<file path="src/rtl/io_pkg.sv">
// -----------------------------------------------------------------------------
// io_pkg
// Shared constants for the core-side inport/outport bridge.
//   DEFAULT_DATA_WIDTH : default word width of both ports
//   STATUS_WIDTH       : width of the status word seen by the core
//   *_LSB / *_BIT      : field positions inside the status word
//   sat_count2()       : clamps a FIFO occupancy to the 2-bit status field
// -----------------------------------------------------------------------------
package io_pkg;

    localparam int unsigned DEFAULT_DATA_WIDTH = 16;
    localparam int unsigned STATUS_WIDTH       = 16;

    localparam int unsigned TX_CNT_LSB = 0;
    localparam int unsigned RX_CNT_LSB = 2;
    localparam int unsigned TX_OVF_BIT = 4;
    localparam int unsigned RX_UNF_BIT = 5;

    // A full 4-deep FIFO reads back as 3 in the 2-bit field.
    function automatic logic [1:0] sat_count2(input int unsigned count);
        logic [1:0] res;
        if (count > 32'd3) begin
            res = 2'd3;
        end else begin
            res = 2'(count);
        end
        return res;
    endfunction

endpackage

</file>
<file path="src/rtl/sync_fifo.sv">
// -----------------------------------------------------------------------------
// sync_fifo
// Single-clock first-word-fall-through FIFO.
//   clk, reset_n : clock, asynchronous active-low reset (empties the FIFO)
//   push, din    : write request and data; accepted when not full, or when
//                  full and a pop happens on the same edge
//   pop          : read request; ignored when empty
//   dout         : head word, 0 while empty
//   count        : occupancy, 0..DEPTH
//   full, empty  : occupancy flags
// Error policy (overflow/underflow) is the instantiating block's business.
// -----------------------------------------------------------------------------
module sync_fifo #(
    parameter int unsigned WIDTH = 16,
    parameter int unsigned DEPTH = 4,
    localparam int unsigned CNT_W = $clog2(DEPTH + 1)
) (
    input  logic             clk,
    input  logic             reset_n,
    input  logic             push,
    input  logic             pop,
    input  logic [WIDTH-1:0] din,
    output logic [WIDTH-1:0] dout,
    output logic [CNT_W-1:0] count,
    output logic             full,
    output logic             empty
);

    localparam int unsigned PTR_W = $clog2(DEPTH);

    logic [WIDTH-1:0] mem [DEPTH];
    logic [PTR_W-1:0] wr_ptr_q, wr_ptr_d;
    logic [PTR_W-1:0] rd_ptr_q, rd_ptr_d;
    logic [CNT_W-1:0] cnt_q, cnt_d;
    logic             do_push;
    logic             do_pop;

    assign full  = (cnt_q == CNT_W'(DEPTH));
    assign empty = (cnt_q == '0);
    assign count = cnt_q;

    assign do_pop  = pop & ~empty;
    // A pop frees the slot the push needs, so full-with-pop still accepts.
    assign do_push = push & (~full | do_pop);

    assign dout = empty ? '0 : mem[rd_ptr_q];

    always_comb begin
        wr_ptr_d = wr_ptr_q;
        rd_ptr_d = rd_ptr_q;
        cnt_d    = cnt_q;
        // DEPTH is a power of two, so pointers wrap by natural overflow.
        if (do_push) begin
            wr_ptr_d = wr_ptr_q + PTR_W'(1);
        end
        if (do_pop) begin
            rd_ptr_d = rd_ptr_q + PTR_W'(1);
        end
        unique case ({do_push, do_pop})
            2'b10:   cnt_d = cnt_q + CNT_W'(1);
            2'b01:   cnt_d = cnt_q - CNT_W'(1);
            default: cnt_d = cnt_q;
        endcase
    end

    always_ff @(posedge clk or negedge reset_n) begin
        if (!reset_n) begin
            wr_ptr_q <= '0;
            rd_ptr_q <= '0;
            cnt_q    <= '0;
        end else begin
            wr_ptr_q <= wr_ptr_d;
            rd_ptr_q <= rd_ptr_d;
            cnt_q    <= cnt_d;
        end
    end

    // Storage needs no reset: dout is masked while empty.
    always_ff @(posedge clk) begin
        if (do_push) begin
            mem[wr_ptr_q] <= din;
        end
    end

endmodule

</file>
<file path="src/rtl/io_port_bridge.sv">
// -----------------------------------------------------------------------------
// io_port_bridge
// Peripheral-side end of the core's inport/outport interface.
//   clk, reset_n    : clock, asynchronous active-low reset
//   outport         : core output word, pushed into TX on r_outport
//   r_outport       : core output strobe
//   inport          : RX head word to the core (0 when empty)
//   r_inport        : core input strobe, pops the RX head
//   ext_out_data    : TX head word to the device (0 when empty)
//   ext_out_valid   : TX non-empty
//   ext_out_ready   : device accepts ext_out_data
//   ext_in_data     : word from the device
//   ext_in_valid    : device word valid
//   ext_in_ready    : RX not full
//   status          : {10'b0, rx_underflow, tx_overflow, rx_cnt[1:0], tx_cnt[1:0]}
//   err_clear       : clears both sticky error bits
// -----------------------------------------------------------------------------
module io_port_bridge
    import io_pkg::*;
#(
    parameter int unsigned DATA_WIDTH = DEFAULT_DATA_WIDTH,
    parameter int unsigned TX_DEPTH   = 4,
    parameter int unsigned RX_DEPTH   = 4
) (
    input  logic                    clk,
    input  logic                    reset_n,
    input  logic [DATA_WIDTH-1:0]   outport,
    input  logic                    r_outport,
    output logic [DATA_WIDTH-1:0]   inport,
    input  logic                    r_inport,
    output logic [DATA_WIDTH-1:0]   ext_out_data,
    output logic                    ext_out_valid,
    input  logic                    ext_out_ready,
    input  logic [DATA_WIDTH-1:0]   ext_in_data,
    input  logic                    ext_in_valid,
    output logic                    ext_in_ready,
    output logic [STATUS_WIDTH-1:0] status,
    input  logic                    err_clear
);

    localparam int unsigned TX_CNT_W = $clog2(TX_DEPTH + 1);
    localparam int unsigned RX_CNT_W = $clog2(RX_DEPTH + 1);

    logic [TX_CNT_W-1:0] tx_count;
    logic                tx_full;
    logic                tx_empty;
    logic                tx_pop;

    logic [RX_CNT_W-1:0] rx_count;
    logic                rx_full;
    logic                rx_empty;
    logic                rx_push;

    logic                tx_ovf_q, tx_ovf_d;
    logic                rx_unf_q, rx_unf_d;
    logic                tx_ovf_evt;
    logic                rx_unf_evt;

    // ---------------------------------------------------------------- TX path
    assign ext_out_valid = ~tx_empty;
    assign tx_pop        = ext_out_valid & ext_out_ready;

    sync_fifo #(
        .WIDTH (DATA_WIDTH),
        .DEPTH (TX_DEPTH)
    ) u_tx_fifo (
        .clk     (clk),
        .reset_n (reset_n),
        .push    (r_outport),
        .pop     (tx_pop),
        .din     (outport),
        .dout    (ext_out_data),
        .count   (tx_count),
        .full    (tx_full),
        .empty   (tx_empty)
    );

    // A push into a full FIFO is only lost when nothing drains on that edge.
    assign tx_ovf_evt = r_outport & tx_full & ~tx_pop;

    // ---------------------------------------------------------------- RX path
    // Ready comes from the registered count only, so a same-edge core pop
    // never opens a slot for the device.
    assign ext_in_ready = ~rx_full;
    assign rx_push      = ext_in_valid & ext_in_ready;

    sync_fifo #(
        .WIDTH (DATA_WIDTH),
        .DEPTH (RX_DEPTH)
    ) u_rx_fifo (
        .clk     (clk),
        .reset_n (reset_n),
        .push    (rx_push),
        .pop     (r_inport),
        .din     (ext_in_data),
        .dout    (inport),
        .count   (rx_count),
        .full    (rx_full),
        .empty   (rx_empty)
    );

    assign rx_unf_evt = r_inport & rx_empty;

    // ------------------------------------------------------------ error bits
    // An error event on the same edge as err_clear keeps the bit set.
    always_comb begin
        tx_ovf_d = tx_ovf_q;
        rx_unf_d = rx_unf_q;
        if (err_clear) begin
            tx_ovf_d = 1'b0;
            rx_unf_d = 1'b0;
        end
        if (tx_ovf_evt) begin
            tx_ovf_d = 1'b1;
        end
        if (rx_unf_evt) begin
            rx_unf_d = 1'b1;
        end
    end

    always_ff @(posedge clk or negedge reset_n) begin
        if (!reset_n) begin
            tx_ovf_q <= 1'b0;
            rx_unf_q <= 1'b0;
        end else begin
            tx_ovf_q <= tx_ovf_d;
            rx_unf_q <= rx_unf_d;
        end
    end

    // ---------------------------------------------------------------- status
    always_comb begin
        status                   = '0;
        status[TX_CNT_LSB +: 2]  = sat_count2(32'(tx_count));
        status[RX_CNT_LSB +: 2]  = sat_count2(32'(rx_count));
        status[TX_OVF_BIT]       = tx_ovf_q;
        status[RX_UNF_BIT]       = rx_unf_q;
    end

endmodule

</file>
<file path="config.mk">
export PLATFORM = sky130hd
export DESIGN_NAME = io_port_bridge
export DESIGN_NICKNAME = d
export VERILOG_FILES = /design/src/rtl/io_pkg.sv /design/src/rtl/sync_fifo.sv /design/src/rtl/io_port_bridge.sv
export SDC_FILE = /design/constraint.sdc
export NUM_CORES = 1
export LEC_CHECK = 0
export ABC_AREA = 1
export CORE_MARGIN = 8
export CORE_UTILIZATION = 57
export DETAILED_ROUTE_END_ITERATION = 16
export DONT_BUFFER_PORTS = 1
export GPL_TIMING_DRIVEN = 1
export PLACE_DENSITY = 0.79
export SLEW_MARGIN = 30
export SYNTH_ARGS = -nofsm -noshare
export SYNTH_HDL_FRONTEND = slang
export SYNTH_SLANG_ARGS = --single-unit
export TNS_END_PERCENT = 5
</file>
<file path="constraint.sdc">
create_clock -name clk -period 1.7 [get_ports clk]
set_input_delay 0.17 -clock clk [delete_from_list [all_inputs] [get_ports clk]]
set_output_delay 0.17 -clock clk [all_outputs]
set_load 0.1 [all_outputs]
</file>
Yosys cells after proc, flatten, opt, wreduce, memory -nomap -nowiden
Memories as Yosys holds them, arrays and structs flattened.
Index checks and enable logic that the tools add are counted.
- memory bits (writable): 128
- bits in registers: 16
- output and inout port bits: 50
- memories kept: 2
- logic and storage cells: 61
- input port bits: 39
- memories (memory ; depth ; width ; read ports ; clocked after memory_dff ; wr ports ; line ; RTL):
    u_rx_fifo.mem ; 4 ; 16 ; 1 ; 0 ; 1 ; sync_fifo.sv:31 ; logic [WIDTH-1:0] mem [DEPTH];
    u_tx_fifo.mem ; 4 ; 16 ; 1 ; 0 ; 1 ; sync_fifo.sv:31 ;
- eq/ne operators: 6
- magnitude comparators: 2
- mux-type cells: 13
- add/subtract/negate cells: 8
- bitwise gates (word level): 16
- reductions and logical operators: 6
- operators by type and width (kind ; number):
    2-to-1 mux 16 bit ; 2
    one-hot mux 3 bit (2 select lines) ; 2
    bitwise AND 1 bit ; 9
    adder 2 x 1 -> 2 bit, second input constant ; 4
    nonzero test 2 bit ; 4
    2-to-1 mux 1 bit ; 7
    adder 3 x 1 -> 3 bit, second input constant ; 2
    equality test 3 bit, second input constant ; 2
    greater-than comparator 3 x 2 -> 1 bit, second input constant ; 2
    zero test 3 bit ; 2
    subtractor 3 x 1 -> 3 bit, second input constant ; 2
    inverter 1 bit ; 5
    equality test 2 x 1 -> 1 bit, second input constant ; 2
    equality test 2 bit, second input constant ; 2
    2-to-1 mux 2 bit ; 2
    bitwise OR 1 bit ; 2

Logic depth before layout (Yosys ltp)
Gate-level depths: netlist of run 1.
- depth in word-level cells: 8
- mapped depth: 12
- depth with buffers taken out: 12

Hierarchy
From an unflattened synthesis of run 1, not the netlist that was laid out.
- cells, all modules: 590
- area, all modules: 6528.8 um2
- by module, submodules not included (module ; instances ; cells each ; area an instance (um2) ; sequential area each (um2)):
    sync_fifo (u_rx_fifo) ; 1 ; 312 ; 3374.5 ; 2097.0
    sync_fifo (u_tx_fifo) ; 1 ; 244 ; 2926.6 ; 2097.0
    io_port_bridge ; 1 ; 34 ; 227.7 ; 50.0

Worst setup path after synthesis of run 1
OpenSTA, ideal clock, no wires.
- path kind: flip-flop to output port
- start: reg u_tx_fifo.cnt_q[0] (netlist: u_tx_fifo.count[0])
- end: out ext_out_data[0]
- data required time: 1530 ps
- arrival time: 2287 ps
- cell stages (with the launch flop): 5
- path slack: -757 ps
- buffers on the path: 0
- cells stage by stage: dfrtp_1 > nor2_4 > nand2_4 > inv_4 > a21oi_1
- longest elaborated chain between the ends: 2
- RTL lines (element ; line ; RTL):
    start: declaration ; sync_fifo.sv:34 ; logic [CNT_W-1:0] cnt_q, cnt_d;
    start signal: assignment ; sync_fifo.sv:74 ; cnt_q <= cnt_d;
    zero test 3 bit ; sync_fifo.sv:39 ; assign empty = (cnt_q == '0);
    2-to-1 mux 16 bit ; sync_fifo.sv:46 ; assign dout = empty ? '0 : mem[rd_ptr_q];
    end: declaration ; io_port_bridge.sv:31 ; output logic [DATA_WIDTH-1:0] ext_out_data,
Every way passes these cells.

Final worst setup path of run 1
- start: reg u_rx_fifo.rd_ptr_q[0]
- end: out inport[0]
- longest elaborated chain between the ends: 2
- RTL lines (element ; line ; RTL):
    start: declaration ; sync_fifo.sv:33 ; logic [PTR_W-1:0] rd_ptr_q, rd_ptr_d;
    start signal: assignment ; sync_fifo.sv:73 ; rd_ptr_q <= rd_ptr_d;
    memory (4 x 16 bit) ; n/a ;
    2-to-1 mux 16 bit ; sync_fifo.sv:46 ;
    end: declaration ; io_port_bridge.sv:29 ; output logic [DATA_WIDTH-1:0] inport,
Every way passes these cells.

==> results.ini, run 1 <==
[run_status]
outcome=complete, but fails checks
violations=setup timing

[placement]
detailed_place_hpwl_um=9266
place.gp.congestion=0.7795
dp_cells=830
port_buffers=0

[clock_tree]
numCtsBuffers=17
cts_tree=done
clkTransAtPathRegs_ns=0.06
cts_max_level=4
clock_sinks=144
clock-root-buffer=clkbuf_16
clock_path_buffers=2
clock_latency_ns=0.42

[synth]
synth_warnings=0
synth_xor_area_share_pct=0.5076
synth_seq_cells=144
synth-seq-area-share_pct=61.49
synth_fa_ha_area_share_pct=2.393
synth_area_um2=6902
muxShareOfSynthArea_pct=0
avgSynthCellArea_um2=10.70
synth_top_family_by_area=simple AND/OR/NAND/NOR gates
syn_inst=645
yosys.area_share.simple_pct=18.09
synth.distinct_cells=25
synth-compound-area-share_pct=4.224

[detailed_routing]
first_iter_violations=373
drc=0
vias=4675
wl_per_cell_um=17.53
wl_um=15830
postRouteAntennaNets=0
avgViaCountPerCell=5.177
first_pass_iters=4

[cells_and_area]
mostFrequentLayoutCells=inv_1, nand2_1, edfxtp_1, nand3_2, buf_12
seq_area_um2=4248
layout_commonest_cell=inv_1
drive_gt1_share_pct=30.69
fin_util_pct=78.33
nNetsFinal=795
diodes=0
area_delta_synth_final_pct=35.19
fillCellCount=638
instances_no_fill=903
multi_input_area_um2=2137

[timing]
fin_skew_ns=0.006983
period_share_pct=111.1
fmaxAchievable_mhz=529.5
relSlewSlack_pct=49.87
hold_viol=0
tns_ns=-4.567
slew_violations=0
fin_crit_ns=1.889
finalSetupViolCount=32
worst_slew_pin_slew_ns=0.7495
fin_ws_ns=-0.1885
rsz0062_at_grt=true

[die]
top_level_ports=89
die_w_um=126.0
die_h_um=126.0
rows=40
start_util_pct=57.94
core_um2=11910
die_area_um2=15880

[min_path]
min_path_cells=3
hold_class=in -> reg

[setup_path]
ff2ff_path_depth=10
start_kind=flop
path_max_fanout=33
cp.arrival_ns=1.72
crit_type=reg -> out
critPathRequiredTime_ns=1.53
end_kind=output pin

[global_routing]
grt_pass1_wl_um=25150
grt_pass1_vias=4881
grt.total_usage_pct=20.34
antenna_found_initial=0
grt_overflow_total=0
grt_max_degree=34

[run]
drv_cap=0

==> path summary, 6_finish.rpt <==
check	startpoint	end	slack, ns
worst max-delay path	u_rx_fifo.rd_ptr_q[0]	inport[0]	-0.19
worst min-delay path	r_inport	u_rx_fifo.rd_ptr_q[1]	0.009
worst max register to register	u_rx_fifo.count[0]	u_rx_fifo.count[2]	0.02
worst min register to register	tx_ovf_q	tx_ovf_q	0.53
max in group asynchronous	reset_n	u_tx_fifo.rd_ptr_q[0]	0.91
min in group asynchronous	reset_n	u_rx_fifo.count[0]	0.26
==> final cells by class <==
class	instances	area share, %
Sequential cell	144	45.53
Multi-Input combinational cell	314	22.90
Clock inverter	14	2.561
Tap cell	147	1.971
Timing Repair Buffer	105	15.37
Clock buffer	17	4.559
Inverter	162	7.107
==> routing by layer <==
metal  track usage (%)  wire, um  vias up
li1                  -         -     2199
met1             20.84      5751     2297
met2             38.73      8845      151
met3             4.895       912       28
met4             8.209       322        0
met5                 0         0        -
==> cell families after synthesis <==
group | Yosys count
AOI/OAI and AO/OA | 38
xor gates and xnor gates | 4
adders and majority gates | 12
buffers and inverters | 196
DFF | 144
other | 1
and+or+nand+nor | 250
==> repair_timing <==
action,in CTS,in global routing
setup endpoints to repair,35,36
hold endpoints to repair,152,0
hold buffers,40,0
resized for setup,51,29
pin swaps,17,10
setup buffers,1,0
gates cloned,1,0
==> sequential cells by signal, summed over array words and instances (netlist names) <==
signal              flops
u_rx_fifo.mem          64
u_tx_fifo.mem          64
u_rx_fifo.count         3
u_tx_fifo.count         3
u_rx_fifo.rd_ptr_q      2
u_rx_fifo.wr_ptr_q      2
u_tx_fifo.rd_ptr_q      2
u_tx_fifo.wr_ptr_q      2
rx_unf_q                1
tx_ovf_q                1
==> stage by stage <==
step	hold slack (ns)	cell area [um2]	setup WS, ns
after floorplan	-0.1256	7002	-0.2796
after global placement	-0.1250	7859	0.02760
after detailed placement	-0.1249	7859	-0.06287
after CTS	0.05153	9170	-0.1751
after global routing	0.002678	9330	-0.2499
final	0.008895	9330	-0.1885
==> Yosys cell counts, drive strengths merged <==
cell	instances	area share, %
edfxtp	128	56
xnor2	4	0.51
ha	10	1.8
fa	2	0.58
dfrtp	16	5.8
inv	162	9.1
o21ai	6	0.43
nand3	74	7.5
nand4	2	0.18
buf	34	4.2
a21oi	32	3.8
nand2	164	9.8
conb	1	0.054
nor2	10	0.65
==> worst max-delay path, stage by stage (launching register included) <==
cell	delay (ns)
dfrtp_2	0.49
buf_12	0.16
inv_16	0.06
nand2_1	0.09
nand3_2	0.09
a21oi_4	0.20
buf_12	0.19
Power of run 1 is not shown: default switching activity piles up to over one toggle a cycle in this logic, so the estimate is an artifact.
==> run 2, diff against run 1 <==
MAX_ROUTING_LAYER = met4   (was default)
==> run 2 against run 1 <==
  * The run still ends with setup timing left
  * Sequential share of layout area shrank 0.073 points
  * First-iteration DRC count grew 1.3%
  * Fmax grew 0.32%
  * Critical path type unchanged
  * Highest routed layer unchanged
==> results.ini, run 2 (same netlist as run 1, synthesis figures left out) <==
[global_routing]
grt_max_degree=34
grt.total_usage_pct=20.95
grt_pass1_wl_um=25110
antenna_found_initial=0
grt_overflow_total=0
grt_pass1_vias=4881

[clock_tree]
clock_path_buffers=2
clock_sinks=144
clkTransAtPathRegs_ns=0.06
clock-root-buffer=clkbuf_16
numCtsBuffers=17
cts_max_level=4
clock_latency_ns=0.41
cts_tree=done

[setup_path]
path_cells=buf_12, inv_16, nand2_1, nand3_2, a21oi_4, buf_12
cpPeakStageDelay_ns=0.48
crit-reg2reg-launch=u_rx_fifo.count[0]
cp_num_buf_inv=3
ff2ff_path_depth=10
cp_top_family=flip-flops
start_kind=flop
crit_type=reg -> out
cpMostUsedCell=buf_12
path_max_fanout=33
worst-path-stages=6
crit_slowest_cell=dfrtp_2
cp.arrival_ns=1.71
critPathRequiredTime_ns=1.53
critPathLaunch=u_rx_fifo.rd_ptr_q[0]
reg2reg_to=u_rx_fifo.count[2]
endpoint=inport[0]
end_kind=output pin
rrSetupSlack_ns=0.02

[timing]
finalSetupViolCount=32
hold_viol=0
relSlewSlack_pct=50.35
fmaxAchievable_mhz=531.2
fin_skew_ns=0.007416
rsz0062_at_grt=true
fin_ws_ns=-0.1826
worst_slew_pin_slew_ns=0.7423
whs_ns=0.07546
slew_violations=0
period_share_pct=110.7
fin_crit_ns=1.883

[cells_and_area]
area_delta_synth_final_pct=35.41
diodes=0
drive_gt1_share_pct=30.65
nNetsFinal=796
fillCellCount=635
reg_top3=u_rx_fifo.mem x64, u_tx_fifo.mem x64
layout_commonest_cell=inv_1
mostFrequentLayoutCells=inv_1, nand2_1, edfxtp_1, nand3_2, buf_12
stdcell_area_um2=9345

[detailed_routing]
first_pass_iters=4
drc=0
wl_um=15890
wl_per_cell_um=17.57
first_iter_violations=378
avgViaCountPerCell=5.180
postRouteAntennaNets=0
vias=4683

[die]
core_um2=11910
top_level_ports=89
rows=40
die_h_um=126.0
die_w_um=126.0
start_util_pct=57.94
die_area_um2=15880

[min_path]
hold_class=in -> reg
holdCritStartpoint=r_outport

[placement]
placed_cell_area_um2=7859
place.gp.congestion=0.7902
port_buffers=0
detailed_place_hpwl_um=9266

[run_status]
violations=setup timing
outcome=complete, but fails checks

[run]
drv_cap=0

## run 2: cell count changes in the layout (fill, tap and decap cells not counted)
cell	change
a21oi_2	+1
nand3_4	+2
dlygate4sd3_1	+1
nand2_1	-1
nand3_2	-3
nand2_2	+1
nand3_1	+1
a21oi_4	-1
## run 2: worst min path at each step
stage,endpoint,slack (ns),depth (start not counted)
after detailed placement,u_rx_fifo.count[0],-0.12,0
after global placement,u_rx_fifo.count[0],-0.13,0
after floorplan,rx_unf_q,-0.13,0
final,u_tx_fifo.wr_ptr_q[1],0.08,4
after CTS,u_rx_fifo.rd_ptr_q[1],0.05,3
after global routing,u_tx_fifo.wr_ptr_q[1],0.1,4
## run 2: timing repair
item | in CTS | in global routing
resized for setup | 51 | 30
endpoints found under the hold margin | 152 | 1
buffers inserted | 1 | 0
hold buffers | 40 | 1
endpoints found under the setup margin | 35 | 36
gates cloned | 1 | 0
pin swaps | 17 | 10
## run 2: per-layer routing
layer	wire length [um]	track usage, %
met5	0	-
met4	323	8.209
met3	888	4.852
met2	8832	38.70
met1	5841	20.95
## run 2: per-stage QoR
step | cells | setup slack [ns] | setup TNS (ns) | util [%]
after global placement | 830 | 0.02760 | 0 | 65.98
after global routing | 904 | -0.2457 | -6.707 | 78.46
after detailed placement | 830 | -0.06287 | -0.08550 | 65.98
after CTS | 903 | -0.1751 | -4.464 | 76.99
final | 904 | -0.1826 | -4.440 | 78.46
after floorplan | 654 | -0.2796 | -25.89 | -
## run 2: worst reg2reg max path: cells and delay by family, from the launching register on
family                     cells  cell delay [ns]
adders and majority gates      2             0.50
buffers and inverters          2             0.16
DFF                            1             0.42
and+or+nand+nor                6             0.49
## run 2: final cells by class
cell class              count  area, um2  share of cell area, %
clock buffers              17      425.4                  4.552
clock inverters            14      239.0                  2.557
repair buffers            106       1444                  15.45
inverters                 162      663.1                  7.096
well taps                 147      183.9                  1.968
flip-flops and latches    144       4248                  45.45
multi-input cells         314       2142                  22.92
Power of run 2 is left out for the same reason.
